$ cat config.mk
export PLATFORM = sky130hd
export DESIGN_NAME = reed_solomon_syndrome_calc
export DESIGN_NICKNAME = d
export VERILOG_FILES = /design/src/rtl/reed_solomon_syndrome_calc.sv
export SDC_FILE = /design/constraint.sdc
export NUM_CORES = 2
export LEC_CHECK = 0
export CELL_PAD_IN_SITES_DETAIL_PLACEMENT = 2
export CELL_PAD_IN_SITES_GLOBAL_PLACEMENT = 2
export CORE_AREA = 2 2 459 461
export DETAILED_ROUTE_END_ITERATION = 8
export DIE_AREA = 0 0 461 463
export GPL_ROUTABILITY_DRIVEN = 1
export PLACE_DENSITY = 0.89
export SETUP_SLACK_MARGIN = 0.5
export SYNTH_ARGS = -nofsm -noshare
export SYNTH_HDL_FRONTEND = slang
export SYNTH_SLANG_ARGS = --single-unit
$ cat constraint.sdc
create_clock -name clk -period 49.6 [get_ports clk]
set_clock_uncertainty 0.15 [all_clocks]
set_input_delay 7.44 -clock clk [delete_from_list [all_inputs] [get_ports clk]]
set_output_delay 7.44 -clock clk [all_outputs]
set_load 0.02 [all_outputs]
$ cat src/rtl/reed_solomon_syndrome_calc.sv
// Syndrome stage of the RS(64,48) GF(2^8) decoder: folds one 512-bit line into
// S0..S(NUM_SYN-1) by Horner's rule, SYMS_PER_CYCLE symbols per beat.
module reed_solomon_syndrome_calc #(
   parameter int SYMS_PER_CYCLE = 8,
   parameter int NUM_SYN        = 16
) (
   input  logic                   clk,
   input  logic                   reset,
   input  logic                   clear,
   input  logic [511:0]           data_in,
   input  logic                   valid_in,
   output logic [511:0]           data_out,
   output logic [8*NUM_SYN-1:0]   syn_out,
   output logic                   syn_valid,
   output logic                   error_free,
   output logic                   busy,
   output logic                   overflow,
   output logic [31:0]            line_count
);

   localparam int NUM_BEATS = 64 / SYMS_PER_CYCLE;
   localparam int BEAT_W    = (NUM_BEATS > 1) ? $clog2(NUM_BEATS) : 1;
   localparam int BEAT_BITS = 8 * SYMS_PER_CYCLE;
   localparam int SYN_BITS  = 8 * NUM_SYN;

   typedef enum logic [1:0] {S_IDLE, S_CALC, S_DONE} state_t;

   state_t                r_state;
   state_t                w_state_nxt;
   logic [BEAT_W-1:0]     r_beat;
   logic [511:0]          r_line;
   logic [SYN_BITS-1:0]   r_acc;
   logic [SYN_BITS-1:0]   w_acc_next;
   logic [9:0]            w_shamt;
   logic [BEAT_BITS-1:0]  w_beat_syms;
   logic                  w_capture;
   logic                  w_drop;
   logic                  w_done;
   logic                  w_last;

   logic                  r_syn_valid;
   logic [SYN_BITS-1:0]   r_syn_out;
   logic [511:0]          r_data_out;
   logic                  r_error_free;
   logic                  r_overflow;
   logic [31:0]           r_line_count;

   function automatic logic [7:0] gf_xtime(input logic [7:0] a);
      return {a[6:0], 1'b0} ^ (a[7] ? 8'h1D : 8'h00);
   endfunction

   // e is always an elaboration constant, so this collapses to an XOR network.
   function automatic logic [7:0] gf_mul_apow(input logic [7:0] a, input int e);
      logic [7:0] r;
      r = a;
      for (int i = 0; i < (e % 255); i++) r = gf_xtime(r);
      return r;
   endfunction

   // One Horner beat for root alpha^j; byte 0 of syms is the highest-degree symbol.
   function automatic logic [7:0] horner_beat(input logic [7:0] acc,
                                              input logic [BEAT_BITS-1:0] syms,
                                              input int j);
      logic [7:0]           r;
      logic [BEAT_BITS-1:0] t;
      r = gf_mul_apow(acc, j * SYMS_PER_CYCLE);
      t = syms;
      for (int m = 0; m < SYMS_PER_CYCLE; m++) begin
         r = r ^ gf_mul_apow(t[7:0], j * (SYMS_PER_CYCLE - 1 - m));
         t = t >> 8;
      end
      return r;
   endfunction

   assign w_shamt     = 10'(r_beat) * 10'(BEAT_BITS);
   assign w_beat_syms = BEAT_BITS'(r_line >> w_shamt);

   for (genvar j = 0; j < NUM_SYN; j++) begin : g_syn
      assign w_acc_next[8*j +: 8] = horner_beat(r_acc[8*j +: 8], w_beat_syms, j);
   end

   always_ff @(posedge clk or posedge reset) begin
      if (reset) r_state <= S_IDLE;
      else       r_state <= w_state_nxt;
   end

   // A strobe in S_DONE starts the next line directly, so no idle gap is needed.
   always_comb begin
      w_state_nxt = r_state;
      w_capture   = 1'b0;
      w_drop      = 1'b0;
      w_done      = 1'b0;
      w_last      = (r_beat == BEAT_W'(NUM_BEATS - 1));
      case (r_state)
         S_IDLE: begin
            if (valid_in) begin
               w_capture   = 1'b1;
               w_state_nxt = S_CALC;
            end
         end
         S_CALC: begin
            w_drop = valid_in;
            if (w_last) w_state_nxt = S_DONE;
         end
         S_DONE: begin
            w_done = 1'b1;
            if (valid_in) begin
               w_capture   = 1'b1;
               w_state_nxt = S_CALC;
            end else begin
               w_state_nxt = S_IDLE;
            end
         end
         default: w_state_nxt = S_IDLE;
      endcase
   end

   always_ff @(posedge clk or posedge reset) begin
      if (reset) begin
         r_beat       <= '0;
         r_line       <= '0;
         r_acc        <= '0;
         r_syn_valid  <= 1'b0;
         r_syn_out    <= '0;
         r_data_out   <= '0;
         r_error_free <= 1'b0;
         r_overflow   <= 1'b0;
         r_line_count <= '0;
      end else begin
         if (w_capture) begin
            r_line <= data_in;
            r_acc  <= '0;
            r_beat <= '0;
         end else if (r_state == S_CALC) begin
            r_acc  <= w_acc_next;
            r_beat <= r_beat + BEAT_W'(1);
         end
         r_syn_valid <= w_done;
         if (w_done) begin
            r_syn_out    <= r_acc;
            r_data_out   <= r_line;
            r_error_free <= ~|r_acc;
         end
         // Clear and a same-cycle event combine: a drop still sets, a completion still counts.
         r_line_count <= (clear ? 32'd0 : r_line_count) + 32'(w_done);
         r_overflow   <= (r_overflow & ~clear) | w_drop;
      end
   end

   assign data_out   = r_data_out;
   assign syn_out    = r_syn_out;
   assign syn_valid  = r_syn_valid;
   assign error_free = r_error_free;
   assign busy       = (r_state == S_CALC);
   assign overflow   = r_overflow;
   assign line_count = r_line_count;

endmodule

# After elaboration in Yosys (flattened, before gate mapping)

Cells that the tools add are included.

Register bits after elaboration: 1320
Output and inout bits: 676
Word-level logic and storage cells: 2928

Add/subtract/negate cells: 2
Shift-type cells: 1
Muxes and demuxes: 1393
Bitwise gates (word level): 1511
Equal/unequal tests: 5
Reduce and logical (&&, ||, !) cells: 6

Operator list:

| cell                                                                  | count |
|---|---|
| 8-bit by 5-bit XOR with 8-bit output                                  | 1325 |
| 5-bit 2-to-1 mux                                                      | 1380 |
| 8-bit XOR                                                             | 183 |
| 512-bit by 9-bit right shift with 64-bit output                       | 1 |
| 128-bit 2-to-1 mux                                                    | 2 |
| 128-bit OR reduction                                                  | 1 |
| 32-bit by 1-bit adder with 32-bit output                              | 1 |
| 32-bit 2-to-1 mux                                                     | 1 |
| 3-bit 2-to-1 mux                                                      | 2 |
| 2-bit case mux with 3 select lines                                    | 1 |
| 1-bit 2-to-1 mux                                                      | 5 |
| 2-bit 2-to-1 mux                                                      | 2 |
| 3-bit by 1-bit adder with 3-bit output, second input constant         | 1 |
| 3-bit equality test, second input constant                            | 1 |
| 2-bit by 1-bit equality test with 1-bit output, second input constant | 1 |
| 2-bit equality test, second input constant                            | 1 |
| 2-bit logical NOT                                                     | 1 |
| 2-bit by 1-bit != test with 1-bit output, second input constant       | 1 |
| 2-bit != test, second input constant                                  | 1 |
| 2-bit AND reduction                                                   | 1 |
| 2-bit nonzero test                                                    | 1 |
| 2-bit OR reduction                                                    | 1 |
| 1-bit bitwise AND                                                     | 1 |
| 1-bit logical NOT                                                     | 1 |
| other kinds (2)                                                       | 2 |

# Depth between registers and ports, before layout

Depth in word-level cells: 250
Gate-level depth with buffers: 17
Gate-level depth less buffers: 12

# Worst setup path before layout

No wires, ideal clock.

Path kind: input-to-reg
Start point: in clear
End point: reg r_line_count[28] (netlist: line_count[28])
Slack: 39412 ps
Required time: 49318 ps
Cell stages on the path: 13
Data arrival time: 9906 ps
Path buffers: 2
Library setup time: 132 ps
Path through: clkbuf_1 clkbuf_1 nor2b_1 ha_1 ha_1 nand3_1 nor3_1 nand4b_1 or3_1 nor2_1 nand4_1 xor2_1 nor2_1

Longest elaborated chain between the ends: 2

Ends and longest elaborated chain:

| element                                  | line | text |
|---|---|---|
| start: declaration                       | 9    | `input logic clear,` |
| 32-bit 2-to-1 mux                        | 145  | `r_line_count <= (clear ? 32'd0 : r_line_count) + 32'(w_done);` |
| 32-bit by 1-bit adder with 32-bit output | 145  |  |
| end signal: assignment                   | 145  |  |
| end: declaration                         | 46   | `logic [31:0] r_line_count;` |

No other way between the ends.
A chain may end at the register's enable or synchronous reset.

==> qor.tcl <==
set qor(cp-start-kind) {input port}
set qor(slew_headroom_pct) -6.122
set qor(utilization_after_layout_pct) 44.78
set qor(gp_routability_congestion) 1.075
set qor(via_per_instance_ratio) 5.567
set qor(synth.distinct_cells) 48
set qor(synth.cell_area_mm2) 0.07246
set qor(die_h_um) 463
set qor(finalMaxSlewViolations) 4
set qor(rsz0062_at_grt) {no}
set qor(floorplan.die_area_mm2) 0.2134
set qor(synth_top_area_share_pct) 45.58
set qor(setup.worst_path.class) {in -> async}
set qor(data_required_time_of_the_critical_path_ns) 50.33
set qor(fin_hold_ws_ns) 0.3276
set qor(placeableCoreArea_mm2) 0.2085
set qor(ant_nets) 0
set qor(max-cap-violations) 1
set qor(grt-ovfl-total) 0
set qor(violated_checks) {max-capacitance violations, max-slew violations}
set qor(hold_class) {reg -> reg}
set qor(postCtsHoldBufs) 0
set qor(die_x_um) 461
set qor(cts_buffer_depth) 3
set qor(grt_max_degree) 172
set qor(synth_top_flop_cell) {dfrtp_1}
set qor(status) {complete, but fails checks}
set qor(initial_cell_density_of_the_core_pct) 34.75
set qor(clk_latency_ns) 0.89
set qor(detail_route.first_pass.iterations) 5
set qor(end_kind) {asynchronous set/reset pin}
set qor(floorplan.io_pins) 1192
set qor(finish.net_count) 8309
set qor(initialDrtViolationCount) 6116
set qor(synth.avg_cell_area_um2) 10.97
set qor(drive_above_1_share_pct) 15.76
set qor(cts_root_buffer) {clkbuf_16}
set qor(synthToLayoutAreaGrowth_pct) 28.85
set qor(final.setup.tns_ns) 0
set qor(cp_data_arrival_time_ns) 12.04
set qor(vias) 59970
set qor(crit_path_max_fanout) 120
set qor(yosys_register_bits) 1320
set qor(syn_nets) 7125
set qor(cts_tree) {yes}
set qor(synth-warning-count) 0
set qor(synth.yosys.seq_area_share_pct) 45.58
set qor(grt_first_pass_wirelength_um) 588700
set qor(post_synth_most_frequent_cells) {nand2_1 (2061), xnor2_1 (1328), dfrtp_1 (1320)}
set qor(wire_per_inst_um) 40.71
set qor(grt_pass1_vias) 65370
set qor(cts-buffers-inserted) 155
set qor(synthCells) 6605
set qor(post-cts-setup-buffer-count) 0
set qor(timing.fmax_ghz) 0.08844
set qor(cts_sinks) 1320
set qor(grt_antenna_before_repair) 126
set qor(final_critical_path_required_period_ns) 11.31
set qor(timing.final.setup_violations) 0
set qor(tightestPinTransition_ns) 1.580
set qor(ys_top_cells_by_area) {dfrtp_1 (46%), xnor2_1 (16%), nand2_1 (11%)}
set qor(synth_largest_area_cell) {dfrtp_1}
set qor(port_buffers) 1191
set qor(grt_usage_pct) 40.51
set qor(cts.reportedPaths.clkPinSlew_ns) 0.06
set qor(drcViolationCount) 0
set qor(cts-resized-gates) 0
set qor(hold_violation_total_from_the_final_report) 0
set qor(wirelength_um) 438600
set qor(placement_rows) 168
set qor(synth_enable_flop_cells) 0
set qor(async_set_reset_flop_share_out_of_synthesis_pct) 100.0
set qor(synthMostInstantiatedCell) {nand2_1}
set qor(h_tree_depth_reported_by_cts) 4
set qor(place.detailed.hpwl_um) 330100
set qor(post-route-period-util_pct) 22.80
-- critical path, stage by stage --
cell	delay, ns
clkdlybuf4s50_1	0.49
inv_8	0.64
buf_4	0.79
buf_4	0.77
buf_4	0.83
buf_4	0.78
-- metal layers --
metal | track usage [%] | part of all wire [%] | routed length [µm] | up-vias
li1 | - | - | - | 23630
met1 | 47.38 | 37 | 161000 | 31880
met2 | 62.56 | 45 | 197300 | 3125
met3 | 11.15 | 8.4 | 36930 | 1235
met4 | 31.98 | 9.7 | 42670 | 106
met5 | 0 | 0.15 | 679 | -
-- registers in the layout (all words and copies together) (netlist names), 2 cells and up --
signal and count:
r_state 2, data_out 512, r_beat 3, r_acc 128
line_count 32, syn_out 128, r_line 512
-- worst paths after layout --
check                           cells after the start                      start                        end  slack, ns
worst max register to register                     12      r_beat[1]$_DFFE_PP0P_      r_acc[91]$_DFFE_PP0P_      42.03
worst min-delay path                                2  data_out[362]$_DFFE_PP0P_  data_out[362]$_DFFE_PP0P_       0.33
max in group clk                                    7                   valid_in    r_line[499]$_DFFE_PP0P_      38.33
min in group asynchronous                           2                      reset   line_count[29]$_DFF_PP0_       7.04
worst max-delay path                                6                      reset    r_line[399]$_DFFE_PP0P_      38.29
worst min register to register                      2  data_out[362]$_DFFE_PP0P_  data_out[362]$_DFFE_PP0P_       0.33
-- cell usage in the layout, fill, tap and decap left out, types with 8 or more instances in the layout --
cell and count:
mux2i_1 9, clkbuf_8 30, o21ai_1 28, nand2_1 2059
xnor3_1 76, mux4_2 150, nand3_1 9, buf_4 162
clkinv_2 23, clkdlybuf4s50_1 1191, diode_2 56, xor2_2 36
nor2b_1 10, buf_12 8, clkinv_16 8, clkbuf_16 155
xnor2_1 1315, nand4_1 14, clkbuf_1 39, nor4_1 32
mux2i_2 28, mux2_2 513, nor2_1 23, xor2_1 383
dfrtp_1 1317, xnor2_2 44, mux2i_4 39, o21ai_0 107
-- layout make-up --
class                   count  area [µm²]
inverters                   6       37.54
well taps                2805        3510
clock buffers             224        4438
fillers                 21250      115200
repair buffers           1361       13300
diodes                     56       140.1
multi-input cells        4945       38150
flip-flops and latches   1320       33040
clock inverters            55       754.5
-- cell families after synthesis --
| logic type | Yosys count | synth area share (%) |
|---|---|---|
| DFF | 1320 | 45.58 |
| adders and majority gates | 4 | 0.06907 |
| AOI/OAI and AO/OA | 148 | 1.055 |
| muxes | 739 | 14.31 |
| and+or+nand+nor | 2182 | 11.64 |
| buffers and inverters | 340 | 2.215 |
| xor gates and xnor gates | 1872 | 25.12 |
-- stage by stage --
stage	setup slack (ns)	area, µm²	instances
after floorplan	4.801	72460	6605
after global placement	37.52	88040	10440
after detailed placement	37.35	88040	10440
after CTS	38.23	93230	10720
after global routing	37.81	93320	10750
final	38.29	93370	10770
Power is left out: the tool's default activity adds up to more than one toggle a clock period on the data nets, which glitch-free logic cannot reach.
